<file path="config.mk">
export PLATFORM = sky130hd
export DESIGN_NAME = bh1750_lux_filter
export DESIGN_NICKNAME = d
export VERILOG_FILES = /design/src/rtl/bh1750_lux_filter.sv
export SDC_FILE = /design/constraint.sdc
export NUM_CORES = 1
export LEC_CHECK = 0
export CORE_UTILIZATION = 50
export DETAILED_ROUTE_END_ITERATION = 10
export GPL_ROUTABILITY_DRIVEN = 0
export HOLD_SLACK_MARGIN = 0.05
export PLACE_DENSITY = 0.74
export SETUP_SLACK_MARGIN = 0.02
export SYNTH_ARGS = -nofsm -noshare
export SYNTH_HDL_FRONTEND = slang
export SYNTH_SLANG_ARGS = --single-unit
</file>
<file path="constraint.sdc">
create_clock -name system_clock -period 12.1 [get_ports system_clock]
set_clock_uncertainty 0.15 [all_clocks]
set_input_delay 1.815 -clock system_clock [delete_from_list [all_inputs] [get_ports system_clock]]
set_output_delay 1.815 -clock system_clock [all_outputs]
set_load 0.02 [all_outputs]
</file>
<file path="src/rtl/bh1750_lux_filter.sv">
// BH1750 lux filter: power-of-two moving average over raw measurement words,
// fixed-point conversion to lux (raw/1.2), hysteretic dark flag and a
// stale-data watchdog. The window is seeded with the first sample so the
// first lux value is already meaningful.
module bh1750_lux_filter #(
  parameter int LOG2_DEPTH     = 3,
  parameter int LUX_MULT       = 54613,
  parameter int DARK_ON        = 50,
  parameter int DARK_OFF       = 80,
  parameter int TIMEOUT_CYCLES = 50000000
) (
  input  logic        system_clock,
  input  logic        reset_n,
  input  logic [15:0] raw_data,
  input  logic        raw_valid,
  output logic [15:0] lux,
  output logic        lux_valid,
  output logic [15:0] avg_raw,
  output logic        dark,
  output logic        stale,
  output logic        overrun,
  output logic        primed
);

  localparam int DEPTH = 1 << LOG2_DEPTH;
  localparam int SUM_W = 16 + LOG2_DEPTH;

  localparam logic [1:0] ST_EMPTY = 2'd0;
  localparam logic [1:0] ST_PRIME = 2'd1;
  localparam logic [1:0] ST_RUN   = 2'd2;

  localparam logic [LOG2_DEPTH-1:0] LAST_IDX = LOG2_DEPTH'(DEPTH - 1);
  localparam logic [31:0]           TIMEOUT  = 32'(TIMEOUT_CYCLES);

  logic [1:0]            state_r;
  logic [LOG2_DEPTH-1:0] wr_ptr_r;
  logic [LOG2_DEPTH-1:0] fill_ptr_r;
  logic [15:0]           first_r;
  logic [SUM_W-1:0]      sum_r;
  logic                  pend_r;
  logic                  overrun_r;
  logic                  primed_r;
  logic [15:0]           lux_r;
  logic                  lux_valid_r;
  logic [15:0]           avg_raw_r;
  logic                  dark_r;
  logic                  stale_r;
  logic [31:0]           wd_cnt_r;
  logic [15:0]           buf_mem_r [DEPTH];

  logic                  accept_s;
  logic                  buf_we_s;
  logic [LOG2_DEPTH-1:0] buf_addr_s;
  logic [15:0]           buf_data_s;
  logic [15:0]           oldest_s;
  logic [15:0]           avg_s;
  logic [31:0]           prod_s;
  logic [15:0]           lux_new_s;

  // A sample is only taken when the window can absorb it; PRIME drops it.
  assign accept_s  = raw_valid && ((state_r == ST_EMPTY) || (state_r == ST_RUN));
  assign oldest_s  = buf_mem_r[wr_ptr_r];
  assign avg_s     = 16'(sum_r >> LOG2_DEPTH);
  assign prod_s    = 32'(avg_s) * 32'(LUX_MULT);
  assign lux_new_s = 16'(prod_s >> 16);

  // Select the single buffer write for this cycle (seed, fill or replace).
  always_comb begin
    buf_we_s   = 1'b0;
    buf_addr_s = wr_ptr_r;
    buf_data_s = raw_data;
    case (state_r)
      ST_EMPTY: begin
        if (raw_valid) begin
          buf_we_s   = 1'b1;
          buf_addr_s = '0;
        end else begin
          buf_we_s   = 1'b0;
        end
      end
      ST_PRIME: begin
        buf_we_s   = 1'b1;
        buf_addr_s = fill_ptr_r;
        buf_data_s = first_r;
      end
      ST_RUN: begin
        if (raw_valid) begin
          buf_we_s = 1'b1;
        end else begin
          buf_we_s = 1'b0;
        end
      end
      default: begin
        buf_we_s = 1'b0;
      end
    endcase
  end

  // Window storage; contents are don't-care after reset, so no reset here.
  always_ff @(posedge system_clock) begin
    if (buf_we_s) begin
      buf_mem_r[buf_addr_s] <= buf_data_s;
    end
  end

  // Window FSM: running sum, pointers, prime fill and overrun flag.
  always_ff @(posedge system_clock) begin
    if (!reset_n) begin
      state_r    <= ST_EMPTY;
      wr_ptr_r   <= '0;
      fill_ptr_r <= '0;
      first_r    <= 16'd0;
      sum_r      <= '0;
      pend_r     <= 1'b0;
      overrun_r  <= 1'b0;
      primed_r   <= 1'b0;
    end else begin
      pend_r <= accept_s;
      case (state_r)
        ST_EMPTY: begin
          if (raw_valid) begin
            first_r    <= raw_data;
            sum_r      <= SUM_W'(raw_data) << LOG2_DEPTH;
            fill_ptr_r <= LOG2_DEPTH'(1);
            state_r    <= ST_PRIME;
          end
        end
        ST_PRIME: begin
          if (raw_valid) begin
            overrun_r <= 1'b1;
          end
          fill_ptr_r <= fill_ptr_r + LOG2_DEPTH'(1);
          if (fill_ptr_r == LAST_IDX) begin
            wr_ptr_r <= '0;
            primed_r <= 1'b1;
            state_r  <= ST_RUN;
          end
        end
        ST_RUN: begin
          if (raw_valid) begin
            sum_r    <= sum_r - SUM_W'(oldest_s) + SUM_W'(raw_data);
            wr_ptr_r <= wr_ptr_r + LOG2_DEPTH'(1);
          end
        end
        default: begin
          state_r <= ST_EMPTY;
        end
      endcase
    end
  end

  // Output stage: one cycle after acceptance, publish average, lux and dark.
  always_ff @(posedge system_clock) begin
    if (!reset_n) begin
      lux_r       <= 16'd0;
      lux_valid_r <= 1'b0;
      avg_raw_r   <= 16'd0;
      dark_r      <= 1'b0;
    end else begin
      lux_valid_r <= pend_r;
      if (pend_r) begin
        avg_raw_r <= avg_s;
        lux_r     <= lux_new_s;
        if (lux_new_s < 16'(DARK_ON)) begin
          dark_r <= 1'b1;
        end else if (lux_new_s > 16'(DARK_OFF)) begin
          dark_r <= 1'b0;
        end
      end
    end
  end

  // Watchdog: counts idle cycles since the last accepted sample.
  always_ff @(posedge system_clock) begin
    if (!reset_n) begin
      wd_cnt_r <= TIMEOUT;
      stale_r  <= 1'b1;
    end else if (accept_s) begin
      wd_cnt_r <= 32'd0;
      stale_r  <= 1'b0;
    end else if (wd_cnt_r != TIMEOUT) begin
      wd_cnt_r <= wd_cnt_r + 32'd1;
      if (wd_cnt_r + 32'd1 == TIMEOUT) begin
        stale_r <= 1'b1;
      end
    end
  end

  assign lux       = lux_r;
  assign lux_valid = lux_valid_r;
  assign avg_raw   = avg_raw_r;
  assign dark      = dark_r;
  assign stale     = stale_r;
  assign overrun   = overrun_r;
  assign primed    = primed_r;

endmodule

</file>
==> flow_metrics.tcl <==
set metrics [dict create \
    clock_path_buffers 3 \
    drt-total-wl_um 34200 \
    drv_slew 0 \
    power.density_nw_per_um2 166 \
    cp_num_cells 20 \
    synth_area_per_cell_um2 10.8 \
    overflow 0 \
    grt_pass1_wl_um 57200 \
    critPathBufInv 4 \
    arrival_ps 6690 \
    p_sw_mw 1.08 \
    fin_util_pct 56.8 \
    die_h_um 181 \
    synth_top_area_share_pct 24.1 \
    synthFlopType "edfxtp_1" \
    slowest_stage "dfxtp_1" \
    firstDrtPassIters 5 \
    crit_top_cell "fa_1" \
    synth.area.top_cells "edfxtp_1, dfxtp_1, ha_1" \
    synth_fp_nets 1749 \
    coreArea_um2 31500 \
    period_needed_ps 6370 \
    synth_top_area_cell "edfxtp_1" \
    die_w_um 181 \
    area_growth_pct 11.9 \
    critPathLaunchType "flop" \
    yosysWarnings 0 \
    p_int_mw 1.88 \
    critPathRequiredTime_ps 12420 \
    cts_root_buf "clkbuf_16" \
    ys_ff_latch 244 \
    grtUsageTotal_pct 21.8 \
    async_flop_share_pct 0 \
    grt_max_degree 85 \
    synth_cell_types 70 \
    initial_core_util_pct 50.7 \
    syn-cell-area_um2 16000 \
    rows 65 \
    holdPathStages 2 \
    yosysSeqAreaShare_pct 38.6 \
    vdd_drop_max_v 0.000129 \
    drv_cap 0 \
    avgViaCountPerCell 5.53 \
    switching_share_pct 36.5 \
    cts_resized 0 \
    crit_path_max_fanout 9 \
    dieArea_um2 32700 \
    grt_pass1_vias 11177 \
    clk_pin_slew_ps 70 \
    cp-end-kind "flop" \
    holdWs_ps 313 \
    crit_chain "ha_1, inv_1, fa_1, inv_1, fa_1, fa_1, fa_1, inv_1, fa_1, inv_1, ha_1, nand2_1, o21ai_1, nor3_1, o31ai_1, a31o_2, nand3_1, a2111oi_0, nand4_1, a21oi_1" \
    layout.nets 1805 \
    drt_iter0_markers 712 \
    p_seq_share_pct 32.0 \
    io_pins 56 \
    slew_headroom_pct 27.5 \
    antenna_found_initial 2 \
    crit_family "adder cells" \
    setup_violations 0 \
    cts_tree "built" \
    post_cts_buffers 0 \
    hold_path.class "flop to flop" \
    vias 10796 \
    fmaxAchievable_mhz 157 \
    tns_ps 0 \
    post_drt_wl_per_cell_um 17.5 \
    tightest_slew_ps 1080 \
    finalNonFillerCells 1954 \
    holdBufCountCts 0 \
    drive_gt1_share_pct 8.32 \
    clock_latency_ps 560 \
    final_hold_viol_count 0 \
    postRouteAntennaNets 0 \
    clock_power_share_pct 27.7 \
    run_status "complete, no violations" \
    cts_buffers 27 \
    mostFrequentLayoutCells "inv_1, ha_1, edfxtp_1" \
    critical_path_class "flop to flop" \
    leakage_nw 7.78 \
    synthCells 1474 \
    hpwl_um 24900 \
    final_common_cell "inv_1" \
    rsz0062_at_grt "false" \
    reg2reg_depth 20 \
    drcViolationCount 0 \
    cp_slowest_stage_delay_ps 590 \
    comb_power_share_pct 40.3 \
    htree_num_levels 1 \
    clock-sinks 244 \
    io_buffers 55 \
    place_inst 1903 \
    synth_edf_count 128 \
    fin_crit_sh_pct 52.6 \
]
area by class of cell:
type,count,area (um^2)
clock buffers,36,741
multi-input cells,936,8710
inverters,250,938
diodes,1,2.50
repair buffers,71,666
well taps,402,503
fillers,2554,13600
clock inverters,14,144
flip-flops and latches,244,6170
logic make-up (layout without fill, tap and decap cells):
family                   Yosys count  after routing  share of synthesized area, %
AO/OA/AOI/OAI                    207            207                          8.29
XOR/XNOR                          67             67                          3.67
adder cells (fa/ha/maj)          256            256                          24.6
buffers and inverters            294            371                          6.98
flip-flops                       244            244                          38.6
multiplexers                      79             79                          7.60
other                              0              1                             0
AND/OR/NAND/NOR                  327            327                          10.2
final timing paths:
path / slack (ps) / to / start
setup / recovery: 5730 / dark$_SDFFE_PN0P_ / sum_r[12]$_SDFFE_PN0P_
hold / removal: 310 / stale$_SDFFE_PN1P_ / stale$_SDFFE_PN1P_
setup reg to reg: 5730 / dark$_SDFFE_PN0P_ / sum_r[12]$_SDFFE_PN0P_
hold reg to reg: 310 / stale$_SDFFE_PN1P_ / stale$_SDFFE_PN1P_
synthesized netlist by cell type (all sizes together), types with 32 or more instances:
cell	count
o21ai	57
edfxtp	128
nand2	122
nor2	49
mux4	32
clkbuf	32
xnor2	38
nor2b	38
fa	97
inv	249
dfxtp	116
a21oi	49
ha	159
routing by layer:
metal	share of wire (%)	global-route usage [%]	wire length [um]	vias up
met5	0.038	0	13	-
met4	2.2	5.44	769	2
met3	4.8	2.78	1630	55
met2	49	37.7	16600	248
met1	44	29.0	15200	5343
li1	-	-	-	5148
registers in the layout (all words and copies together) (netlist names), named ones only:
| signal | count |
|---|---|
| wr_ptr_r | 3 |
| buf_mem_r | 128 |
| wd_cnt_r | 32 |
| lux_valid | 1 |
| fill_ptr_r | 3 |
| avg_raw | 16 |
| first_r | 16 |
| pend_r | 1 |
| primed | 1 |
| overrun | 1 |
| lux | 16 |
| sum_r | 19 |
| state_r | 2 |
| dark | 1 |
| stale | 1 |
power by group through the flow:
stage	combinational [mW]	clock [mW]	sequential (mW)
final	1.19	0.822	0.947
after global routing	1.37	0.866	0.952
after CTS	1.20	0.836	0.947
after detailed placement	1.18	0	0.965
after global placement	1.16	0	0.962
after floorplan	0.895	0	0.974
worst reg2reg max path, stage by stage (launching register included):
cell and delay, ps:
dfxtp_1 590, ha_1 310, inv_1 120, fa_1 440, inv_1 90, fa_1 430, fa_1 480, fa_1 550
inv_1 50, fa_1 520, inv_1 40, ha_1 330, nand2_1 60, o21ai_1 290, nor3_1 110, o31ai_1 580
a31o_2 300, nand3_1 90, a2111oi_0 430, nand4_1 150, a21oi_1 150
metrics by stage:
step           setup slack, ps  area, um^2  power [mW]
5_1_grt                   5190       17900        3.19
4_1_cts                   5740       17900        2.98
3_5_place_dp              5780       17000        2.15
6_report                  5730       17900        2.96
3_3_place_gp              5920       17000        2.12
2_1_floorplan             6440       16000        1.87
Note: power is estimated with default switching activity, not from simulation.
